File: src/rtl/crop_sequencer.sv
// Crop controller: finds the bounding box of pixels below THRESH, then copies it packed row-major (CROP_HDR_COPY_EN adds a header copy pass).
// Latency: done after W*H + bw*bh + 2 cycles from start (W*H + 2 when empty), +HDR_BYTES with the header copy enabled.
// Backpressure: none; memories take one access per cycle with fixed 1-cycle read data, start is ignored while busy.
module crop_sequencer #(
   parameter int         IMG_W     = 8,
   parameter int         IMG_H     = 6,
   parameter int         ADDR_W    = 16,
   parameter int         HDR_BYTES = 4,
   parameter logic [7:0] THRESH    = 8'd128
) (
   input  logic              CLOCK_50,
   input  logic              reset,
   input  logic              start,
   output logic              src_rd,
   output logic [ADDR_W-1:0] src_addr,
   input  logic [7:0]        src_data,
   output logic              dst_wr,
   output logic [ADDR_W-1:0] dst_addr,
   output logic [7:0]        dst_data,
   output logic              busy,
   output logic              done,
   output logic              empty,
   output logic [15:0]       box_x0,
   output logic [15:0]       box_x1,
   output logic [15:0]       box_y0,
   output logic [15:0]       box_y1
);
   typedef enum logic [2:0] {
      S_IDLE,
`ifdef CROP_HDR_COPY_EN
      S_HDR,
`endif
      S_SCAN,
      S_SCAN_DRAIN,
      S_COPY,
      S_COPY_DRAIN,
      S_DONE
   } state_t;

   localparam logic [15:0]       X_LAST = 16'(IMG_W - 1);
   localparam logic [15:0]       Y_LAST = 16'(IMG_H - 1);
   localparam logic [ADDR_W-1:0] W_A    = ADDR_W'(IMG_W);
   localparam logic [ADDR_W-1:0] HDR_A  = ADDR_W'(HDR_BYTES);

   state_t              state;
   logic [15:0]         cx, cy;
   logic                tag_vld;
   logic [15:0]         tag_x, tag_y;
   logic [ADDR_W-1:0]   tag_addr;
   logic                hit;
   logic [ADDR_W-1:0]   row_base;
   logic [ADDR_W-1:0]   dcnt;

   logic                fg, hit_n;
   logic [15:0]         x0_n, x1_n, y0_n, y1_n;
   logic [ADDR_W-1:0]   base_n;

   // Write data is the read data of the previous cycle, passed straight through.
   assign dst_data = dst_wr ? src_data : 8'h00;
   assign fg       = tag_vld && (src_data < THRESH);

   // Raster order means the first hit fixes y0 and the source row base of the box.
   always_comb begin
      hit_n  = hit;
      x0_n   = box_x0;
      x1_n   = box_x1;
      y0_n   = box_y0;
      y1_n   = box_y1;
      base_n = row_base;
      if (fg) begin
         if (!hit) begin
            hit_n  = 1'b1;
            x0_n   = tag_x;
            x1_n   = tag_x;
            y0_n   = tag_y;
            y1_n   = tag_y;
            base_n = tag_addr - ADDR_W'(tag_x);
         end else begin
            if (tag_x < box_x0) x0_n = tag_x;
            if (tag_x > box_x1) x1_n = tag_x;
            if (tag_y > box_y1) y1_n = tag_y;
         end
      end
   end

   always_ff @(posedge CLOCK_50 or posedge reset) begin
      if (reset) begin
         state    <= S_IDLE;
         src_rd   <= 1'b0;
         src_addr <= '0;
         dst_wr   <= 1'b0;
         dst_addr <= '0;
         busy     <= 1'b0;
         done     <= 1'b0;
         empty    <= 1'b0;
         box_x0   <= '0;
         box_x1   <= '0;
         box_y0   <= '0;
         box_y1   <= '0;
         cx       <= '0;
         cy       <= '0;
         tag_vld  <= 1'b0;
         tag_x    <= '0;
         tag_y    <= '0;
         tag_addr <= '0;
         hit      <= 1'b0;
         row_base <= '0;
         dcnt     <= '0;
      end else begin
         tag_vld  <= 1'b0;
         dst_wr   <= 1'b0;
         hit      <= hit_n;
         box_x0   <= x0_n;
         box_x1   <= x1_n;
         box_y0   <= y0_n;
         box_y1   <= y1_n;
         row_base <= base_n;
         case (state)
            S_IDLE, S_DONE: begin
               if (start) begin
                  busy   <= 1'b1;
                  done   <= 1'b0;
                  empty  <= 1'b0;
                  hit    <= 1'b0;
                  box_x0 <= '0;
                  box_x1 <= '0;
                  box_y0 <= '0;
                  box_y1 <= '0;
                  cx     <= '0;
                  cy     <= '0;
                  dcnt   <= HDR_A;
                  src_rd <= 1'b1;
`ifdef CROP_HDR_COPY_EN
                  state    <= S_HDR;
                  src_addr <= '0;
`else
                  state    <= S_SCAN;
                  src_addr <= HDR_A;
`endif
               end
            end
`ifdef CROP_HDR_COPY_EN
            // Header bytes land at the same addresses; the increment rolls straight into the pixel array.
            S_HDR: begin
               dst_wr   <= 1'b1;
               dst_addr <= src_addr;
               src_addr <= src_addr + 1'b1;
               if (src_addr == HDR_A - 1'b1) state <= S_SCAN;
            end
`endif
            S_SCAN: begin
               tag_vld  <= 1'b1;
               tag_x    <= cx;
               tag_y    <= cy;
               tag_addr <= src_addr;
               src_addr <= src_addr + 1'b1;
               if (cx == X_LAST) begin
                  cx <= '0;
                  if (cy == Y_LAST) begin
                     src_rd <= 1'b0;
                     state  <= S_SCAN_DRAIN;
                  end else begin
                     cy <= cy + 16'd1;
                  end
               end else begin
                  cx <= cx + 16'd1;
               end
            end
            // Empty frames settle through COPY_DRAIN so both outcomes share one exit path.
            S_SCAN_DRAIN: begin
               if (hit_n) begin
                  state    <= S_COPY;
                  src_rd   <= 1'b1;
                  src_addr <= base_n + ADDR_W'(x0_n);
                  cx       <= x0_n;
                  cy       <= y0_n;
               end else begin
                  state <= S_COPY_DRAIN;
                  empty <= 1'b1;
               end
            end
            S_COPY: begin
               dst_wr   <= 1'b1;
               dst_addr <= dcnt;
               dcnt     <= dcnt + 1'b1;
               if (cx == box_x1) begin
                  cx       <= box_x0;
                  src_addr <= src_addr + W_A - ADDR_W'(box_x1) + ADDR_W'(box_x0);
                  if (cy == box_y1) begin
                     src_rd <= 1'b0;
                     state  <= S_COPY_DRAIN;
                  end else begin
                     cy <= cy + 16'd1;
                  end
               end else begin
                  cx       <= cx + 16'd1;
                  src_addr <= src_addr + 1'b1;
               end
            end
            S_COPY_DRAIN: begin
               state <= S_DONE;
               busy  <= 1'b0;
               done  <= 1'b1;
            end
            default: state <= S_IDLE;
         endcase
      end
   end
endmodule
File: config.mk
export PLATFORM = sky130hd
export DESIGN_NAME = crop_sequencer
export DESIGN_NICKNAME = d
export VERILOG_FILES = /design/src/rtl/crop_sequencer.sv
export SDC_FILE = /design/constraint.sdc
export NUM_CORES = 1
export LEC_CHECK = 0
export ABC_AREA = 1
export CORE_MARGIN = 4
export CORE_UTILIZATION = 59
export CTS_CLUSTER_DIAMETER = 60
export DETAILED_ROUTE_END_ITERATION = 6
export GPL_ROUTABILITY_DRIVEN = 0
export HOLD_SLACK_MARGIN = 0.06
export PLACE_DENSITY = 0.81
export SLEW_MARGIN = 20
export SYNTH_ARGS = -nofsm -noshare
export SYNTH_HDL_FRONTEND = slang
export SYNTH_SLANG_ARGS = --single-unit
File: constraint.sdc
create_clock -name CLOCK_50 -period 7.7 [get_ports CLOCK_50]
set_input_delay 0.77 -clock CLOCK_50 [delete_from_list [all_inputs] [get_ports CLOCK_50]]
set_output_delay 0.77 -clock CLOCK_50 [all_outputs]
set_load 0.1 [all_outputs]
# After elaboration in Yosys (flattened, before gate mapping)
# Cells that the tools add are included.
# word_totals
ff_bits,218
in_bits,11
# op_classes
eq_ne,18
muxes,62
n_lt_le_gt_ge,4
n_addsub,9
reduce_logical,14
# ops
op,count
2-to-1 mux 16 bit,33
case mux 16 bit (4 select lines),3
"adder 16 x 1 -> 16 bit, second input constant",4
adder 16 bit,2
equality test 16 bit,2
"equality test 16 x 3 -> 1 bit, second input constant",2
greater-than comparator 16 bit,2
case mux 16 bit (2 select lines),1
subtractor 16 bit,2
2-to-1 mux 3 bit,6
"inequality test 2 bit, second input constant",9
"adder 16 x 4 -> 16 bit, second input constant",1
less-than comparator 16 bit,1
case mux 3 bit (5 select lines),1
AND reduction 7 bit,2
2-to-1 mux 1 bit,13
"less-than comparator 8 bit, second input constant",1
2-to-1 mux 8 bit,1
"equality test 3 x 2 -> 1 bit, second input constant",2
"equality test 3 bit, second input constant",2
case mux 1 bit (2 select lines),3
AND reduction 3 bit,2
nonzero test 2 bit,3
AND reduction 5 bit,1
7 further kinds,8

# Logic depth before layout (Yosys ltp)
# Gate-level depths: netlist of the first run.
# logic_depth
ltp_word,7
depth_mapped,33
mapped_depth_nobuf,31

# Worst setup path after synthesis of the first run
# No wires, ideal clock.
# synth_timing
kind,reg2reg
start,register box_x0[15]
end,register src_addr[9]
slack_ns,3.483
setup_ns,0.120
path_stages_with_launch,30
path_buffers,2
t_arrival_ns,4.097
cell_sequence,dfrtp_1 -> inv_1 -> ha_1 -> nand2_1 -> inv_1 -> nand3_1 -> a31oi_1 -> nor2_1 -> nand2_1 -> nand2_1 -> buf_2 -> buf_2 -> o21ai_0 -> inv_1 -> ha_1 -> a21o_1 -> a31oi_1 -> nor2_1 -> nor2_1 -> nor2_1 -> nor2_1 -> inv_1 -> nand2_1 -> o21ai_2 -> nand2_1 -> nand3b_1 -> nand3_1 -> nand2_1 -> nand2_1 -> nand2_1
# synth_via
elab_chain_len,7
# synth_rtl
element,line_no,rtl
start: declaration,23,"output logic [15:0] box_x0,"
start signal: assignment,113,box_x0 <= x0_n;
less-than comparator 16 bit,79,if (tag_x < box_x0) x0_n = tag_x;
2-to-1 mux 16 bit,79,
2-to-1 mux 16 bit,71,if (!hit) begin
2-to-1 mux 16 bit,70,if (fg) begin
adder 16 bit,174,src_addr <= base_n + ADDR_W'(x0_n);
2-to-1 mux 16 bit,171,if (hit_n) begin
case mux 16 bit (4 select lines),118,case (state)
end signal: assignment,174,
end signal: assignment,188,src_addr <= src_addr + W_A - ADDR_W'(box_x1) + ADDR_W'(box_x0);
end signal: assignment,197,src_addr <= src_addr + 1'b1;
end: declaration,15,"output logic [ADDR_W-1:0] src_addr,"
# No other way between the ends. The select of a mux whose other input is x is not followed.
# A chain may end at the register's enable or synchronous reset.

# Worst setup path after layout of the first run
# layout_timing
start,input src_data[7]
end,register src_addr[8]
# layout_via
elab_chain_len,6
# layout_rtl
element,line_no,rtl
start: declaration,16,"input logic [7:0] src_data,"
less-than comparator 8 bit (*),60,assign fg = tag_vld && (src_data < THRESH);
logical AND 1 bit (*),60,
2-to-1 mux 16 bit,70,
adder 16 bit,174,
2-to-1 mux 16 bit,171,
case mux 16 bit (4 select lines),118,
# Mark *: on every way between the ends. The rest lies on a longest branch, timed or not. The select of a mux whose other input is x is not followed.

==> results of run 1 <==
critical path: cells and delay by family:
kind / cells / cell delay, ns
simple gates: 12 / 1.70
fa+ha+maj: 2 / 0.41
compound gates: 3 / 0.88
buf+inv: 5 / 1.34
path summary, 6_finish.rpt:
| path | depth (start not counted) | to | slack [ns] | from |
|---|---|---|---|---|
| max | 22 | src_addr[8]$_DFFE_PP0P_ | 2.99 | src_data[7] |
| min | 2 | dst_addr[14]$_DFFE_PP0P_ | 0.47 | dst_addr[14]$_DFFE_PP0P_ |
| max reg2reg | 28 | src_addr[15]$_DFFE_PP0P_ | 3.13 | box_x0[14]$_DFF_PP0_ |
| min reg2reg | 2 | dst_addr[14]$_DFFE_PP0P_ | 0.47 | dst_addr[14]$_DFFE_PP0P_ |
| max in group asynchronous | 3 | src_addr[0]$_DFFE_PP0P_ | 5.59 | reset |
| min in group asynchronous | 2 | tag_x[12]$_DFFE_PP0P_ | 0.85 | reset |
logic make-up (layout without fill, tap and decap cells):
family / Yosys count / in the layout / share of synthesized area
compound gates: 422 / 422 / 0.161
flops: 218 / 218 / 0.381
xor+xnor: 46 / 46 / 0.0281
buf+inv: 338 / 456 / 0.0899
simple gates: 692 / 692 / 0.207
mux: 17 / 17 / 0.0119
fa+ha+maj: 129 / 129 / 0.122
routing by layer:
metal	vias up	GRT usage
met1	6414	0.451
met2	647	0.482
met4	2	0.0717
met3	80	0.0627
met5	-	0
li1	6316	-
per-stage QoR:
step	instance area (µm²)	worst slack [ns]	hold WS (ns)
after floorplan	14300	0.966	0.450
after detailed placement	15800	2.52	0.459
final	16600	2.99	0.474
after global placement	15800	2.73	0.457
after CTS	16600	3.06	0.473
after global routing	16600	2.54	0.504
cells in the final DEF (no fill, tap or decap), types with 7 or more instances in the layout:
cell type / n
nand3_1: 67
xor2_1: 35
o21a_1: 7
inv_2: 19
clkinv_2: 7
nor3_1: 16
xnor2_1: 11
o21ai_0: 217
o221ai_1: 9
nand2_1: 411
ha_1: 112
o21ai_1: 14
inv_1: 263
mux2i_1: 17
a31oi_1: 7
a21oi_1: 120
nor2_4: 10
fa_1: 17
nor4_1: 7
clkbuf_16: 27
nor2_1: 125
clkdlybuf4s50_1: 119
nand4_1: 24
o22ai_1: 18
dfrtp_1: 218
nand3b_1: 7
registers in the layout (all words and copies together) (netlist names), 3 cells and up:
register / count
tag_addr: 16
box_x1: 16
cx: 16
tag_x: 16
box_y0: 16
tag_y: 16
dst_addr: 16
dcnt: 16
cy: 16
box_x0: 16
row_base: 16
box_y1: 16
src_addr: 16
state: 3
layout make-up:
cell class | count | share of cell area
Clock inverter | 11 | 0.00700
Clock buffer | 34 | 0.0446
Sequential cell | 218 | 0.328
Timing Repair Buffer | 124 | 0.0741
Inverter | 287 | 0.0655
Tap cell | 319 | 0.0240
Multi-Input combinational cell | 1306 | 0.457
==> summary.md, run 1 <==
| Metric | Value |
|---|---|
| Outcome | finished, final reports clean |
| Primary FF master, synth | dfrtp_1 |
| Hold Crit Class | register to register |
| DRT met1 WL | 17800 µm |
| Buffers added on ports | 119 |
| Slew headroom | 0.305 |
| DRT Wirelength | 41900 µm |
| Synth area leaders | dfrtp_1 (38%), nand2_1 (11%), ha_1 (9.8%), o21ai_0 (7.6%), inv_1 (6.9%) |
| Pin count of the biggest net entering global routing | 141 |
| Crit-path cells | clkdlybuf4s50_1, inv_1, nand2_1, nor2_4, buf_4, inv_2, nand2_1, o21ai_0, inv_1, ha_1, fa_1, nand2_1, o21ai_0, nand2_1, o21ai_2, nand2_1, nand2_1, nand2_1, nand3_1, nand2_1, nand2_1, nand2_1 |
| Die height | 164 µm |
| Cell row count | 56 |
| Post-synth EDFFs | 0 |
| Final cell count without fillers | 2299 |
| Average instance area after synthesis | 7.69 µm² |
| Placed cells | 2254 |
| Area grow syn2layout | 16.0% |
| Antenna violations before repair | 1 |
| Fmax | 212 MHz |
| Most common cell on crit path | nand2_1 |
| Data required, critical path | 8.11 ns |
| Most frequent cells after synthesis | nand2_1 (411), inv_1 (264), dfrtp_1 (218) |
| Nets | 2103 |
| Hold_buf cts | 0 |
| Yosys reg bits | 218 |
| Met2 wire length | 18700 µm |
| Max stage delay on crit path | 0.75 ns |
| # DRC | 0 |
| CTS resizes | 0 |
| Gr usage total | 0.310 |
| Ant diodes | 0 |
| Drt first pass iters | 6 |
| MaxCap Viol Count | 0 |
| CP max stage cell | nand2_1 |
| Share of layout cells above drive strength 1 | 0.0515 |
| Worst Setup Start Kind | input pin |
| Setup TNS | 0 ns |
| Endpoint type of the worst setup path | register |
| FFs w/ async S/R, synth | 1.00 |
| Clock buffer count from CTS | 26 |
| Postcts setup bufs | 0 |
| Minimum clock period | 4.71 ns |
| Yosys top cell by area | dfrtp_1 |
| Final setup violation count | 0 |
| Clk Latency, worst-skew pair | 0.53 ns |
| Tcrit/Tclk final | 0.612 |
| Multi-input logic area | 0.00759 mm² |
| Cells after Synth | 1862 |
| CP Class | input pin to register |
| # IOs | 120 |
| Register area | 0.00546 mm² |
| Yosys cell types | 51 |
| RSZ-0062 raised after global routing | false |
| Yosys warnings | 0 |
| Die X-Extent | 164 µm |
| Synth Net Count | 2002 |
| Vias in the first global route | 12.7k |
| Sequential element share of the synthesized area | 0.381 |
| CTS Sinks | 218 |
| Clock-pin slew on the worst setup and hold paths | 0.06 ns |
| CTS tree | built |
| Die footprint | 0.0268 mm² |
| Count leader, synth | nand2_1 |
| Final hold vios | 0 |
| Post-Route Utilization | 0.702 |
| Max clock buf depth | 3 |
| Initial core utilization | 0.605 |
| DR vias/cell | 5.85 |
| DRT antenna net count | 0 |
| Top Layer Used | met5 |
| DR iter-0 viols | 1389 |
| Via count | 13.5k |
| HPWL after detailed placement | 30600 µm |
| Arrival time at the worst endpoint | 5.12 ns |
| Met3 wire len | 4360 µm |
| H-tree levels | 1 |
| Clock root cell | clkbuf_16 |
| Worst-margin pin slew | 1.04 ns |
| Post-Synthesis Cell Area | 0.0143 mm² |
| Worst-path fanout max | 37 |
| Slew Limit Fails | 0 |
| First-pass GRT wire length | 66700 µm |
| Routed length per placed instance | 18.2 µm |
| Grt total ovfl | 0 |
| Layout Skew | 0.0133 ns |
| Yosys top cell area share | 0.381 |
| Core Region | 0.0237 mm² |
| # fillers | 1918 |
Power of run 1 is not shown: default switching activity piles up to over one toggle a cycle in this logic, so the estimate is an artifact.
==> inputs of run 2 (changes only) <==
--- a/config.mk
+++ b/config.mk
@@ -7,12 +7,12 @@
 export LEC_CHECK = 0
 export ABC_AREA = 1
 export CORE_MARGIN = 4
-export CORE_UTILIZATION = 59
+export CORE_UTILIZATION = 54
 export CTS_CLUSTER_DIAMETER = 60
 export DETAILED_ROUTE_END_ITERATION = 6
 export GPL_ROUTABILITY_DRIVEN = 0
 export HOLD_SLACK_MARGIN = 0.06
-export PLACE_DENSITY = 0.81
+export PLACE_DENSITY = 0.78
 export SLEW_MARGIN = 20
 export SYNTH_ARGS = -nofsm -noshare
 export SYNTH_HDL_FRONTEND = slang
==> constraint.sdc (replaced) <==
create_clock -name CLOCK_50 -period 4 [get_ports CLOCK_50]
set_input_delay 0.4 -clock CLOCK_50 [delete_from_list [all_inputs] [get_ports CLOCK_50]]
set_output_delay 0.4 -clock CLOCK_50 [all_outputs]
set_load 0.1 [all_outputs]
==> run 2 against run 1 <==
Effect of this change: register-to-register slack lost 2.9 ns; clock skew fell by 0.0016 ns; die area rose by 8.8%; sequential share of layout area shrank 0.41 points; core utilization down 5.4 points; final area is 1.6% higher; wire length grew 1.2%; critical path depth up 4; count of clock-buffer cells in the layout decreased by 1; setup slack worse by 2.8 ns; cell count is 2.0% higher; highest routed layer is now met4.
==> summary.md, run 2 (same netlist as run 1, synthesis figures left out) <==
| Metric | Value |
|---|---|
| Final setup violation count | 0 |
| CP delay by family, top | simple AND/OR/NAND/NOR gates |
| CTS Sinks | 218 |
| Cell row count | 59 |
| Die height | 171 µm |
| DR iter-0 viols | 1483 |
| Buf/Inv on CP | 2 |
| Tcrit/Tclk final | 0.954 |
| Data required, critical path | 4.43 ns |
| Routed length per placed instance | 18.1 µm |
| Final hold vios | 0 |
| Buffers added on ports | 119 |
| H-tree levels | 1 |
| Slew headroom | 0.284 |
| Postcts setup bufs | 0 |
| Die X-Extent | 171 µm |
| DR vias/cell | 5.78 |
| Vias in the first global route | 13.1k |
| Clock-pin slew on the worst setup and hold paths | 0.06 ns |
| Hold_buf cts | 0 |
| Via count | 13.5k |
| Die footprint | 0.0292 mm² |
| # IOs | 120 |
| Pin count of the biggest net entering global routing | 123 |
| Worst-margin pin slew | 1.07 ns |
| MaxCap Viol Count | 0 |
| Ant diodes | 0 |
| HPWL after detailed placement | 31400 µm |
| Slew Limit Fails | 0 |
| Core Region | 0.0261 mm² |
| CP Class | register to register |
| Layout Skew | 0.0117 ns |
| Worst-path fanout max | 4 |
| Clock root cell | clkbuf_16 |
| Setup TNS | 0 ns |
| Most common cell on crit path | nand2_1 |
| DRT Wirelength | 42400 µm |
| First-pass GRT wire length | 68400 µm |
| Max stage delay on crit path | 0.41 ns |
| Outcome | finished, final reports clean |
| Area grow syn2layout | 17.9% |
| Commonest non-fill, non-tap cell in the layout | nand2_1 |
| Share of layout cells above drive strength 1 | 0.0776 |
| Cell count along the critical path | 26 |
| Arrival time at the worst endpoint | 4.25 ns |
| Clock buffer count from CTS | 26 |
| Nets | 2135 |
| CP max stage cell | fa_1 |
| # DRC | 0 |
| Endpoint type of the worst setup path | register |
| Drt first pass iters | 6 |
| Most frequent cells in the layout | nand2_1 (410), inv_1 (262), o21ai_0 (207) |
| Max clock buf depth | 3 |
| Gr usage total | 0.290 |
| RSZ-0062 raised after global routing | true |
| Minimum clock period | 3.82 ns |
| Fmax | 262 MHz |
| Worst Setup Start Kind | register |
| Clk Latency, worst-skew pair | 0.54 ns |
| Worst R2R Path Depth | 26 |
| # fillers | 2167 |
| Post-Route Utilization | 0.648 |
| Initial core utilization | 0.550 |
| CTS tree | built |
| Hold Crit Class | input pin to async pin |
| DRT antenna net count | 0 |
| Antenna violations before repair | 0 |
| Final hold slack | 0.225 ns |
| Grt total ovfl | 0 |
[run 2: cell count changes in the layout (fill, tap and decap cells not counted), moves of 3 or more]
cell	delta
clkinvlp_4	+3
o21ai_1	+10
clkinv_2	-4
buf_4	+32
dfrtp_1	-15
dfrtp_2	+15
o21ai_0	-10
[run 2: cell type report]
cell class | count | area (µm²) | share of cell area
clock buffer | 33 | 697 | 0.0413
clock inverter | 10 | 81.3 | 0.00481
inverter | 287 | 1080 | 0.0641
multi-input combinational | 1306 | 7660 | 0.453
sequential | 218 | 5470 | 0.324
tap | 335 | 419 | 0.0248
timing repair buffer | 156 | 1480 | 0.0877
[run 2: worst register-to-register path, cell delays in order (launching register included)]
cell and delay [ns]:
dfrtp_1 0.36, inv_1 0.07, ha_1 0.14, inv_1 0.06
fa_1 0.41, nand3_1 0.11, nand2_1 0.08, nand2_1 0.08
nand2_1 0.08, a21oi_2 0.14, o21ai_0 0.11, nand2_1 0.11
nand2_1 0.07, a21oi_2 0.21, o21ai_1 0.12, o21ai_1 0.15
nand2_1 0.09, ha_1 0.35, nand2_1 0.13, nor2_2 0.16
nand4_1 0.20, nand2_1 0.13, nand2_1 0.09, nand3_1 0.09
nand2_1 0.06, nand2_1 0.05, nand2_1 0.05
[run 2: what timing repair did]
action                                  in CTS  in global routing
endpoints found under the setup margin       0                 10
resized for setup                            0                 23
endpoints found under the hold margin        0                  0
[run 2: path summary, 6_finish.rpt]
kind	slack [ns]	start	to
worst max-delay path	0.18	tag_addr[0]$_DFFE_PP0P_	src_addr[13]$_DFFE_PP0P_
worst min register to register	0.47	done$_DFFE_PP0P_	done$_DFFE_PP0P_
max in group asynchronous	2.72	reset	box_x0[14]$_DFF_PP0_
worst min-delay path	0.22	reset	box_y0[13]$_DFF_PP0_
min in group CLOCK_50	0.47	done$_DFFE_PP0P_	done$_DFFE_PP0P_
worst max register to register	0.18	tag_addr[0]$_DFFE_PP0P_	src_addr[13]$_DFFE_PP0P_
[run 2: layer usage]
layer | GRT usage | wire length, µm
met1 | 0.434 | 18500
met2 | 0.443 | 18600
met3 | 0.0441 | 4160
met4 | 0.0799 | 1090
met5 | 0 | 0
[run 2: through the flow]
step | instances | worst slack, ns | instance area (µm²)
2_1_floorplan | 1862 | 0.0685 | 14400
3_3_place_gp | 2302 | 0.205 | 16000
3_5_place_dp | 2302 | 0.124 | 16000
4_1_cts | 2345 | 0.0821 | 16800
5_1_grt | 2345 | -0.0611 | 16900
6_report | 2345 | 0.184 | 16900
Power of run 2 is left out for the same reason.
